**src/rtl/eth_frame_parser_if.sv**
```systemverilog
// Stream and header transaction interfaces shared by the Ethernet receive path.
// Only the signals enabled by the parameter set used in this path are carried.
interface AXIS_IF #(
    parameter int unsigned TDATA_WIDTH    = 8,
    parameter int unsigned TID_WIDTH      = 0,
    parameter int unsigned TDEST_WIDTH    = 0,
    parameter int unsigned TUSER_WIDTH    = 1,
    parameter bit          TKEEP_ENABLE   = 1'b0,
    parameter bit          TWAKEUP_ENABLE = 1'b0
);
    logic                   tvalid;
    logic                   tready;
    logic [TDATA_WIDTH-1:0] tdata;
    logic                   tlast;
    logic [TUSER_WIDTH-1:0] tuser;

    modport Transmitter (output tvalid, output tdata, output tlast, output tuser, input tready);
    modport Receiver    (input tvalid, input tdata, input tlast, input tuser, output tready);
endinterface

interface ETH_HEADER_IF;
    logic        valid;
    logic        ready;
    logic [47:0] dest_mac;
    logic [47:0] src_mac;
    logic [15:0] eth_type;

    modport Transmitter (output valid, output dest_mac, output src_mac, output eth_type, input ready);
    modport Receiver    (input valid, input dest_mac, input src_mac, input eth_type, output ready);
endinterface

```
**src/rtl/eth_frame_parser.sv**
```systemverilog
// Receive-side Ethernet framer: strips the 14-byte MAC header into a header
// transaction and forwards the remaining bytes as a byte-wide payload stream.
module eth_frame_parser (
    input  logic              clk,
    input  logic              reset,
    AXIS_IF.Receiver          mii_axis_if,
    ETH_HEADER_IF.Transmitter eth_header_out_if,
    AXIS_IF.Transmitter       eth_payload_out_if,
    output logic              busy,
    output logic              error_header_early_termination
);

    if (mii_axis_if.TDATA_WIDTH != 8 || mii_axis_if.TID_WIDTH != 0 ||
        mii_axis_if.TDEST_WIDTH != 0 || mii_axis_if.TUSER_WIDTH != 1 ||
        mii_axis_if.TKEEP_ENABLE != 1'b0 || mii_axis_if.TWAKEUP_ENABLE != 1'b0) begin : g_bad_mii_params
        $error("eth_frame_parser: mii_axis_if must be 8-bit data, 1-bit tuser, no id/dest/keep/wakeup");
    end

    if (eth_payload_out_if.TDATA_WIDTH != 8 || eth_payload_out_if.TID_WIDTH != 0 ||
        eth_payload_out_if.TDEST_WIDTH != 0 || eth_payload_out_if.TUSER_WIDTH != 1 ||
        eth_payload_out_if.TKEEP_ENABLE != 1'b0 || eth_payload_out_if.TWAKEUP_ENABLE != 1'b0) begin : g_bad_payload_params
        $error("eth_frame_parser: eth_payload_out_if must be 8-bit data, 1-bit tuser, no id/dest/keep/wakeup");
    end

    typedef enum logic [1:0] {
        S_HEADER,
        S_HDR_WAIT,
        S_PAYLOAD
    } state_t;

    state_t         state_q, state_d;
    logic [3:0]     cnt_q, cnt_d;
    logic [111:0]   hdr_q, hdr_d;
    logic           busy_q, busy_d;
    logic           err_q, err_d;

    logic           mii_tready;
    logic           hdr_valid;
    logic           pay_tvalid;
    logic           mii_xfer;

    always_ff @(posedge clk) begin
        if (reset) begin
            state_q <= S_HEADER;
            cnt_q   <= '0;
            hdr_q   <= '0;
            busy_q  <= 1'b0;
            err_q   <= 1'b0;
        end else begin
            state_q <= state_d;
            cnt_q   <= cnt_d;
            hdr_q   <= hdr_d;
            busy_q  <= busy_d;
            err_q   <= err_d;
        end
    end

    assign mii_xfer = mii_axis_if.tvalid && mii_tready;

    always_comb begin
        state_d    = state_q;
        cnt_d      = cnt_q;
        hdr_d      = hdr_q;
        busy_d     = busy_q;
        err_d      = 1'b0;
        mii_tready = 1'b0;
        hdr_valid  = 1'b0;
        pay_tvalid = 1'b0;

        case (state_q)
            S_HEADER: begin
                mii_tready = !reset;
                if (mii_xfer) begin
                    // Shifting in MSB-first leaves byte 0 in dest_mac[47:40] after 14 beats.
                    hdr_d = {hdr_q[103:0], mii_axis_if.tdata};
                    if (mii_axis_if.tlast) begin
                        err_d  = 1'b1;
                        cnt_d  = '0;
                        busy_d = 1'b0;
                    end else begin
                        cnt_d  = cnt_q + 4'd1;
                        busy_d = 1'b1;
                        if (cnt_q == 4'd13) begin
                            state_d = S_HDR_WAIT;
                        end
                    end
                end
            end
            S_HDR_WAIT: begin
                hdr_valid = 1'b1;
                if (eth_header_out_if.ready) begin
                    state_d = S_PAYLOAD;
                end
            end
            S_PAYLOAD: begin
                pay_tvalid = mii_axis_if.tvalid;
                mii_tready = eth_payload_out_if.tready;
                if (mii_xfer && mii_axis_if.tlast) begin
                    state_d = S_HEADER;
                    cnt_d   = '0;
                    busy_d  = 1'b0;
                end
            end
            default: begin
                state_d = S_HEADER;
                cnt_d   = '0;
            end
        endcase
    end

    assign mii_axis_if.tready          = mii_tready;
    assign eth_header_out_if.valid     = hdr_valid;
    assign eth_header_out_if.dest_mac  = hdr_q[111:64];
    assign eth_header_out_if.src_mac   = hdr_q[63:16];
    assign eth_header_out_if.eth_type  = hdr_q[15:0];
    assign eth_payload_out_if.tvalid   = pay_tvalid;
    assign eth_payload_out_if.tdata    = mii_axis_if.tdata;
    assign eth_payload_out_if.tlast    = mii_axis_if.tlast;
    assign eth_payload_out_if.tuser    = mii_axis_if.tuser;
    assign busy                        = busy_q;
    assign error_header_early_termination = err_q;

endmodule

```
**src/flat_wrapper.sv**
```systemverilog
// flat-port wrapper written by rule: the top's interface ports become plain ports
module eth_frame_parser_flat 
  (clk, reset, busy, error_header_early_termination, mii_axis_if_tvalid, mii_axis_if_tdata, mii_axis_if_tlast, mii_axis_if_tuser, mii_axis_if_tready, eth_header_out_if_valid, eth_header_out_if_dest_mac, eth_header_out_if_src_mac, eth_header_out_if_eth_type, eth_header_out_if_ready, eth_payload_out_if_tvalid, eth_payload_out_if_tdata, eth_payload_out_if_tlast, eth_payload_out_if_tuser, eth_payload_out_if_tready);
  AXIS_IF #(.TDATA_WIDTH(8), .TID_WIDTH(0), .TDEST_WIDTH(0), .TUSER_WIDTH(1), .TKEEP_ENABLE(1'b0), .TWAKEUP_ENABLE(1'b0)) mii_axis_if_i ();
  ETH_HEADER_IF eth_header_out_if_i ();
  AXIS_IF #(.TDATA_WIDTH(8), .TID_WIDTH(0), .TDEST_WIDTH(0), .TUSER_WIDTH(1), .TKEEP_ENABLE(1'b0), .TWAKEUP_ENABLE(1'b0)) eth_payload_out_if_i ();
  input  logic clk;
  input  logic reset;
  output logic busy;
  output logic error_header_early_termination;
  input wire logic [$bits(mii_axis_if_i.tvalid)-1:0] mii_axis_if_tvalid;
  input wire logic [$bits(mii_axis_if_i.tdata)-1:0] mii_axis_if_tdata;
  input wire logic [$bits(mii_axis_if_i.tlast)-1:0] mii_axis_if_tlast;
  input wire logic [$bits(mii_axis_if_i.tuser)-1:0] mii_axis_if_tuser;
  output wire logic [$bits(mii_axis_if_i.tready)-1:0] mii_axis_if_tready;
  output wire logic [$bits(eth_header_out_if_i.valid)-1:0] eth_header_out_if_valid;
  output wire logic [$bits(eth_header_out_if_i.dest_mac)-1:0] eth_header_out_if_dest_mac;
  output wire logic [$bits(eth_header_out_if_i.src_mac)-1:0] eth_header_out_if_src_mac;
  output wire logic [$bits(eth_header_out_if_i.eth_type)-1:0] eth_header_out_if_eth_type;
  input wire logic [$bits(eth_header_out_if_i.ready)-1:0] eth_header_out_if_ready;
  output wire logic [$bits(eth_payload_out_if_i.tvalid)-1:0] eth_payload_out_if_tvalid;
  output wire logic [$bits(eth_payload_out_if_i.tdata)-1:0] eth_payload_out_if_tdata;
  output wire logic [$bits(eth_payload_out_if_i.tlast)-1:0] eth_payload_out_if_tlast;
  output wire logic [$bits(eth_payload_out_if_i.tuser)-1:0] eth_payload_out_if_tuser;
  input wire logic [$bits(eth_payload_out_if_i.tready)-1:0] eth_payload_out_if_tready;
  assign mii_axis_if_i.tvalid = mii_axis_if_tvalid;
  assign mii_axis_if_i.tdata = mii_axis_if_tdata;
  assign mii_axis_if_i.tlast = mii_axis_if_tlast;
  assign mii_axis_if_i.tuser = mii_axis_if_tuser;
  assign mii_axis_if_tready = mii_axis_if_i.tready;
  assign eth_header_out_if_valid = eth_header_out_if_i.valid;
  assign eth_header_out_if_dest_mac = eth_header_out_if_i.dest_mac;
  assign eth_header_out_if_src_mac = eth_header_out_if_i.src_mac;
  assign eth_header_out_if_eth_type = eth_header_out_if_i.eth_type;
  assign eth_header_out_if_i.ready = eth_header_out_if_ready;
  assign eth_payload_out_if_tvalid = eth_payload_out_if_i.tvalid;
  assign eth_payload_out_if_tdata = eth_payload_out_if_i.tdata;
  assign eth_payload_out_if_tlast = eth_payload_out_if_i.tlast;
  assign eth_payload_out_if_tuser = eth_payload_out_if_i.tuser;
  assign eth_payload_out_if_i.tready = eth_payload_out_if_tready;
  eth_frame_parser u_core (.clk(clk), .reset(reset), .mii_axis_if(mii_axis_if_i), .eth_header_out_if(eth_header_out_if_i), .eth_payload_out_if(eth_payload_out_if_i), .busy(busy), .error_header_early_termination(error_header_early_termination));
endmodule
```
**config.mk**
```make
export PLATFORM = sky130hd
export DESIGN_NAME = eth_frame_parser_flat
export DESIGN_NICKNAME = d
export VERILOG_FILES = /design/src/rtl/eth_frame_parser_if.sv /design/src/rtl/eth_frame_parser.sv /design/src/flat_wrapper.sv
export SDC_FILE = /design/constraint.sdc
export NUM_CORES = 1
export LEC_CHECK = 0
export ABC_AREA = 1
export ABC_CLOCK_PERIOD_IN_PS = 1600
export BUFFER_PORTS_ARGS = -buffer_cell sky130_fd_sc_hd__buf_2
export CAP_MARGIN = 10
export CORE_MARGIN = 2
export CORE_UTILIZATION = 45
export CTS_CLUSTER_DIAMETER = 100
export DETAILED_ROUTE_END_ITERATION = 6
export PLACE_DENSITY = 0.74
export SLEW_MARGIN = 20
export SYNTH_ARGS = -nofsm -noshare
export SYNTH_HDL_FRONTEND = slang
export SYNTH_SLANG_ARGS = --single-unit
```
**constraint.sdc**
```tcl
create_clock -name clk -period 1.6 [get_ports clk]
set_clock_uncertainty 0.1 [all_clocks]
set_input_delay 0.32 -clock clk [delete_from_list [all_inputs] [get_ports clk]]
set_output_delay 0.32 -clock clk [all_outputs]
set_load 0.05 [all_outputs]
```
======== Word level (Yosys, flattened, before mapping) ========
Cells that the tools add are included.
cells by class
  add/subtract/negate cells ............... 1
  bitwise operators ....................... 3
  equal/unequal tests ..................... 8
  magnitude comparators ................... 0
  reduce and logical (&&, ||, !) cells .... 10
  multiplexer cells ....................... 18
  div/mod/pow operators ................... 0
  shifts and indexed selects .............. 0
  $mul .................................... 0
operator list
  kind                                                                   count
  4-bit 2-to-1 mux                                                       3
  4-bit one-hot mux with 3 select lines                                  1
  2-bit 2-to-1 mux                                                       5
  1-bit 2-to-1 mux                                                       6
  2-bit by 1-bit != test with 1-bit output, second input constant        3
  2-bit one-hot mux with 3 select lines                                  1
  3-bit AND reduction                                                    2
  5-bit AND reduction                                                    1
  4-bit by 1-bit adder with 4-bit output, second input constant          1
  4-bit equality test, second input constant                             1
  2-bit != test, second input constant                                   2
  1-bit one-hot mux with 2 select lines                                  2
  1-bit NOT                                                              3
  3-bit OR reduction                                                     1
  2-bit by 1-bit equality test with 1-bit output, second input constant  1
  2-bit equality test, second input constant                             1
  1-bit logical AND                                                      2
  2-bit logical NOT                                                      1
  2-bit AND reduction                                                    1
  2-bit nonzero test                                                     1
  1-bit logical NOT                                                      1
word-level totals
  register bits after elaboration ......... 120
  input port bits ......................... 15
  memories ................................ 0
  ROM bits ................................ 0
  RAM bits ................................ 0
  latch bits .............................. 0
  output and inout port bits .............. 127

======== Longest topological paths before layout ========
  depth after elaboration ................. 6
  depth in mapped cells ................... 10
  mapped depth without buffers ............ 9

======== Worst setup path before layout ========
Ideal clock, no wire load.
  path type ............................... reg2reg
  start ................................... reg u_core.state_q[0]
  end ..................................... reg u_core.state_q[0]
  slack ................................... -0.449 ns
  arrival ................................. 1.879 ns
  cell stages (with the launch flop) ...... 6
  period minus slack after synthesis ...... 2.049 ns
  setup time .............................. 0.070 ns
  data required time ...................... 1.430 ns
  path through ............................ dfxtp_1 inv_1 nor2_1 inv_1 or2_2 a21oi_1
between the ends
  word-level cells in the longest chain between the ends .. 6
  elaborated cells between the ends (all ways) .. 13
RTL lines
  element                                                          line                    RTL
  from (decl)                                                      eth_frame_parser.sv:31  state_t state_q, state_d;
  from (signal assigned)                                           eth_frame_parser.sv:50  state_q <= state_d;
  2-bit equality test / 2-bit logical NOT (equally long branches)  eth_frame_parser.sv:70  case (state_q)
  1-bit one-hot mux with 2 select lines                            eth_frame_parser.sv:70
  1-bit logical AND                                                eth_frame_parser.sv:58  assign mii_xfer = mii_axis_if.tvalid && mii_tready;
  1-bit logical AND                                                eth_frame_parser.sv:98  if (mii_xfer && mii_axis_if.tlast) begin
  2-bit by 1-bit != test with 1-bit output (no line)               --
  5-bit AND reduction (no line)                                    --
Several ways; a longest one is shown, not always the timed one.
A chain may end at the register's enable or synchronous reset.

======== Worst setup path in the final report ========
  start ................................... reg u_core.state_q[1]
  end ..................................... out eth_payload_out_if_tvalid
between the ends
  word-level cells in the longest chain between the ends .. 2
RTL lines
  element              line                    RTL
  2-bit equality test  eth_frame_parser.sv:70
  1-bit 2-to-1 mux     eth_frame_parser.sv:70
  to (decl)            flat_wrapper.sv:21      output wire logic [$bits(eth_payload_out_if_i.tvalid)-1:0] eth_payload_out_if_tvalid;
Every way passes these cells.

==> impl_results.html <==
<table>
<tr><th>Metric</th><th>Value</th></tr>
<tr><th colspan="2">Run status</th></tr>
<tr><td>Violated checks</td><td>setup timing</td></tr>
<tr><td>Outcome</td><td>finished with violations</td></tr>
<tr><th colspan="2">Placement</th></tr>
<tr><td>Placement-stage worst setup slack</td><td>-0.05858 ns</td></tr>
<tr><td>Routability congestion estimate from global placement</td><td>~0.84</td></tr>
<tr><td>Half-perimeter wire length after placement</td><td>7345 um</td></tr>
<tr><td>Cell Area, Placed</td><td>5170 um^2</td></tr>
<tr><td>Number of port buffers</td><td>139</td></tr>
<tr><th colspan="2">Worst setup path</th></tr>
<tr><td>Timing endpoint of the critical path</td><td>eth_payload_out_if_tvalid</td></tr>
<tr><td>Worst r2r src</td><td>u_core.state_q[0]</td></tr>
<tr><td>Number of buffer and inverter instances along the worst setup path</td><td>3</td></tr>
<tr><td>Worst R2R Path Depth</td><td>9</td></tr>
<tr><td>Data arrival time at the worst-slack endpoint</td><td>1.40 ns</td></tr>
<tr><td>List of cells traversed by the critical path</td><td>buf_6 &gt; inv_4 &gt; nor3_4 &gt; buf_6</td></tr>
<tr><td>Top fanout value on the critical path</td><td>3</td></tr>
<tr><td>Reg2Reg Capture Point</td><td>u_core.hdr_q[41]</td></tr>
<tr><td>Cell family with most CP delay</td><td>flip-flops</td></tr>
<tr><td>Worst Setup SP</td><td>u_core.state_q[1]</td></tr>
<tr><td>Worst Setup End Kind</td><td>primary output</td></tr>
<tr><td>Slack of the worst reg-to-reg path</td><td>-0.22 ns</td></tr>
<tr><td>Maximum single-stage delay on the critical path</td><td>0.37 ns</td></tr>
<tr><td>Instance count on the critical path</td><td>4</td></tr>
<tr><td>Critical path's most frequent cell</td><td>sky130_fd_sc_hd__buf_6</td></tr>
<tr><td>Crit path kind</td><td>register to primary output</td></tr>
<tr><td>WP data required</td><td>~1.2 ns</td></tr>
<tr><td>Startpoint type of the worst setup path</td><td>register</td></tr>
<tr><td>Worst-path cell with the longest stage delay</td><td>sky130_fd_sc_hd__dfxtp_4</td></tr>
<tr><th colspan="2">Detailed routing</th></tr>
<tr><td>Detail Route Antenna Nets</td><td>0</td></tr>
<tr><td>Drt first pass iters</td><td>5</td></tr>
<tr><td>Residual DRC count</td><td>0</td></tr>
<tr><td>Routed via count divided by cell count</td><td>5.240</td></tr>
<tr><td>Count of routing violations after the opening detailed-route iteration</td><td>roughly 310</td></tr>
<tr><td>Avg WL per Cell</td><td>16.17 um</td></tr>
<tr><td>Detailed-route wire length</td><td>14360 um</td></tr>
<tr><td>Routed vias</td><td>4653</td></tr>
<tr><th colspan="2">Logic synthesis</th></tr>
<tr><td>Synth unique cells</td><td>17</td></tr>
<tr><td>Area fraction of the dominant cell type after synthesis</td><td>0.5453</td></tr>
<tr><td>Synth warnings</td><td>0</td></tr>
<tr><td>Count of mapped cells out of synthesis</td><td>570</td></tr>
<tr><td>Mean area per synthesized cell</td><td>roughly 7.7 um^2</td></tr>
<tr><td>Top area cells in the synthesized netlist</td><td>sky130_fd_sc_hd__dfxtp_1 55%, sky130_fd_sc_hd__nand2_1 21%, sky130_fd_sc_hd__a21oi_1 13%</td></tr>
<tr><td>Syn Nets</td><td>just under 600</td></tr>
<tr><td>Netlist area before placement</td><td>between 4000 and 5000 um^2</td></tr>
<tr><td>Synth area leader</td><td>sky130_fd_sc_hd__dfxtp_1</td></tr>
<tr><td>Yosys reg bits</td><td>between 100 and 150</td></tr>
<tr><td>Share of the yosys chip area belonging to registers</td><td>0.5453</td></tr>
<tr><th colspan="2">STA</th></tr>
<tr><td>Post-layout minimum cycle time</td><td>1.820 ns</td></tr>
<tr><td>Hold violation total from the final report</td><td>0</td></tr>
<tr><td>Final period util</td><td>1.138</td></tr>
<tr><td>Max Transition Viols Final</td><td>0</td></tr>
<tr><td>Worst slew pin tran</td><td>0.7367 ns</td></tr>
<tr><td>Max Fclk</td><td>549.4 MHz</td></tr>
<tr><td>RSZ-0062 raised after global routing</td><td>yes</td></tr>
<tr><td>Slew headroom</td><td>0.5088</td></tr>
<tr><td>Final worst hold slack</td><td>0.07856 ns</td></tr>
<tr><td>Count of final setup violators</td><td>118</td></tr>
<tr><td>Worst Slack Setup Final</td><td>-0.2203 ns</td></tr>
<tr><th colspan="2">Clock network</th></tr>
<tr><td>TritonCTS clock tree</td><td>yes</td></tr>
<tr><td>Clk sinks</td><td>120</td></tr>
<tr><td>CTS root buffer</td><td>sky130_fd_sc_hd__clkbuf_8</td></tr>
<tr><td>Clock Pin Slew Worst Setup and Hold Paths</td><td>0.06 ns</td></tr>
<tr><td>Clock latency on the worst-skew pair</td><td>just over 0.5 ns</td></tr>
<tr><td>Clock Path Buffers</td><td>2</td></tr>
<tr><td>H-tree Lvls</td><td>4</td></tr>
<tr><td>Cts bufs inserted</td><td>17</td></tr>
<tr><th colspan="2">Final layout</th></tr>
<tr><td>Ant diodes</td><td>0</td></tr>
<tr><td>Most used cells in the layout excluding fill and tap cells</td><td>240 x sky130_fd_sc_hd__nand2_1, 118 x sky130_fd_sc_hd__dfxtp_1, 78 x sky130_fd_sc_hd__a21oi_1</td></tr>
<tr><td>Most common library cell in the layout ignoring fill and taps</td><td>sky130_fd_sc_hd__nand2_1</td></tr>
<tr><td>Post-route design area</td><td>7038 um^2</td></tr>
<tr><td>Post-layout nets</td><td>759</td></tr>
<tr><td>Signed area change from the synthesized netlist to the final layout</td><td>59.76%</td></tr>
<tr><td>Ratio of cells with drive above 1 in the final layout</td><td>0.3682</td></tr>
<tr><th colspan="2">GRT</th></tr>
<tr><td>Vias in the first global route</td><td>3800</td></tr>
<tr><td>Remaining global-route overflow</td><td>0</td></tr>
<tr><td>GR Util All Layers</td><td>0.2098</td></tr>
<tr><td>Antenna violations before repair</td><td>0</td></tr>
<tr><td>Pin count of the biggest net entering global routing</td><td>62</td></tr>
<tr><td>Wire length of the first global-routing pass</td><td>17530 um</td></tr>
<tr><th colspan="2">Power</th></tr>
<tr><td>Cell area power density</td><td>1092 nW/um^2</td></tr>
<tr><td>Leak pwr</td><td>approximately 2.8 nW</td></tr>
<tr><td>Power, Total</td><td>about 0.0077 W</td></tr>
<tr><td>Maximum vdd ir drop</td><td>748.7 uV</td></tr>
<tr><th colspan="2">Min path</th></tr>
<tr><td>Min-delay worst type</td><td>input port to register</td></tr>
<tr><th colspan="2">Floorplan</th></tr>
<tr><td>Initial Util</td><td>0.4570</td></tr>
<tr><td>Die height</td><td>102.9 um</td></tr>
<tr><td>Overall die width</td><td>approximately 100 um</td></tr>
<tr><td>Full die area</td><td>between 10000 and 15000 um^2</td></tr>
<tr><td>I/O pin cnt</td><td>142</td></tr>
<tr><td>Total core area</td><td>between 9000 and 10000 um^2</td></tr>
<tr><td>Row count</td><td>36</td></tr>
<tr><th colspan="2">Flow run</th></tr>
<tr><td>Number of maximum-capacitance violations</td><td>0</td></tr>
</table>
-- routing by layer --
metal / vias to the layer above / global-route usage / wire length, um
met5: - / 0 / 0
met4: 0 / 0.08300 / 231
met3: 23 / 0.07932 / 1246
met2: 212 / 0.3312 / 7223
met1: 2235 / 0.2599 / 5655
li1: 2183 / - / -
-- cell type report --
cell class                      instances  area [um^2]
Clock buffer                           21        459.2
Clock inverter                         11        170.2
Fill cell                             690         2601
Inverter                               12        60.06
Multi-Input combinational cell        393         1922
Sequential cell                       120         2407
Tap cell                              133        166.4
Timing Repair Buffer                  195         1804
Timing Repair inverter                  3        48.80
-- worst min path at each step --
| stage | startpoint | endpoint | slack [ns] | cells past startpoint |
|---|---|---|---|---|
| 2_1_floorplan | mii_axis_if_tdata[5] | u_core.hdr_q[5] | 0.36 | 2 |
| 3_3_place_gp | u_core.hdr_q[108] | u_core.hdr_q[108] | 0.35 | 2 |
| 3_5_place_dp | u_core.hdr_q[106] | u_core.hdr_q[106] | 0.35 | 2 |
| 4_1_cts | mii_axis_if_tvalid | u_core.busy | 0.04 | 4 |
| 5_1_grt | mii_axis_if_tlast | u_core.error_header_early_termination | 0.09 | 3 |
| 6_report | mii_axis_if_tlast | u_core.state_q[0] | 0.08 | 4 |
-- sequential cells by signal, summed over array words and instances (netlist names) --
register                               flops
u_core.error_header_early_termination      1
u_core.cnt_q                               4
u_core.hdr_q                             112
u_core.state_q                             2
u_core.busy                                1
-- synth_stat cells, drive strengths merged --
cell type and number:
a21oi 118, buf 31, clkbuf 16, dfxtp 120
ha 2, inv 12, nand2 245, nand3 12
nor2 11, nor3 1, or2 2
-- tightest hold or removal path: stages --
cell                      delay, ns
sky130_fd_sc_hd__buf_2         0.14
sky130_fd_sc_hd__nor2_1        0.06
sky130_fd_sc_hd__nand3_1       0.07
sky130_fd_sc_hd__a21oi_1       0.06
-- cell families (layout without fill, tap and decap cells) --
family	after synthesis	in the layout	share of synthesized area
AOI/OAI and AO/OA	118	118	0.1349
adders and majority gates	2	2	0.005679
buffers and inverters	59	242	0.07611
DFF	120	120	0.5453
and+or+nand+nor	271	273	0.2380
-- through the flow --
step | TNS, ns | std cells | util
after global routing | -27.61 | 888 | 0.7301
after CTS | -2.487 | 854 | 0.6241
after global placement | 0 | 810 | 0.5363
final | -17.70 | 888 | 0.7301
after floorplan | -0.06458 | 570 | -
after detailed placement | -1.294 | 810 | 0.5363
-- repair_timing --
action / in CTS / in global routing
buffers inserted: 3 / 3
pin swaps: 3 / 3
hold endpoints to repair: 10 / 0
setup endpoints to repair: 109 / 187
hold buffers: 9 / 0
cloned: 0 / 31
gates resized for setup: 37 / 136
-- power breakdown --
group          leakage (nW)  switching, W  internal [W]  total [W]
Combinational          1.55      0.000389      0.000264   0.000653
Clock                 0.300       0.00136       0.00265    0.00401
Sequential            0.969     0.0000169       0.00301    0.00302
Note: power is estimated with default switching activity, not from simulation.
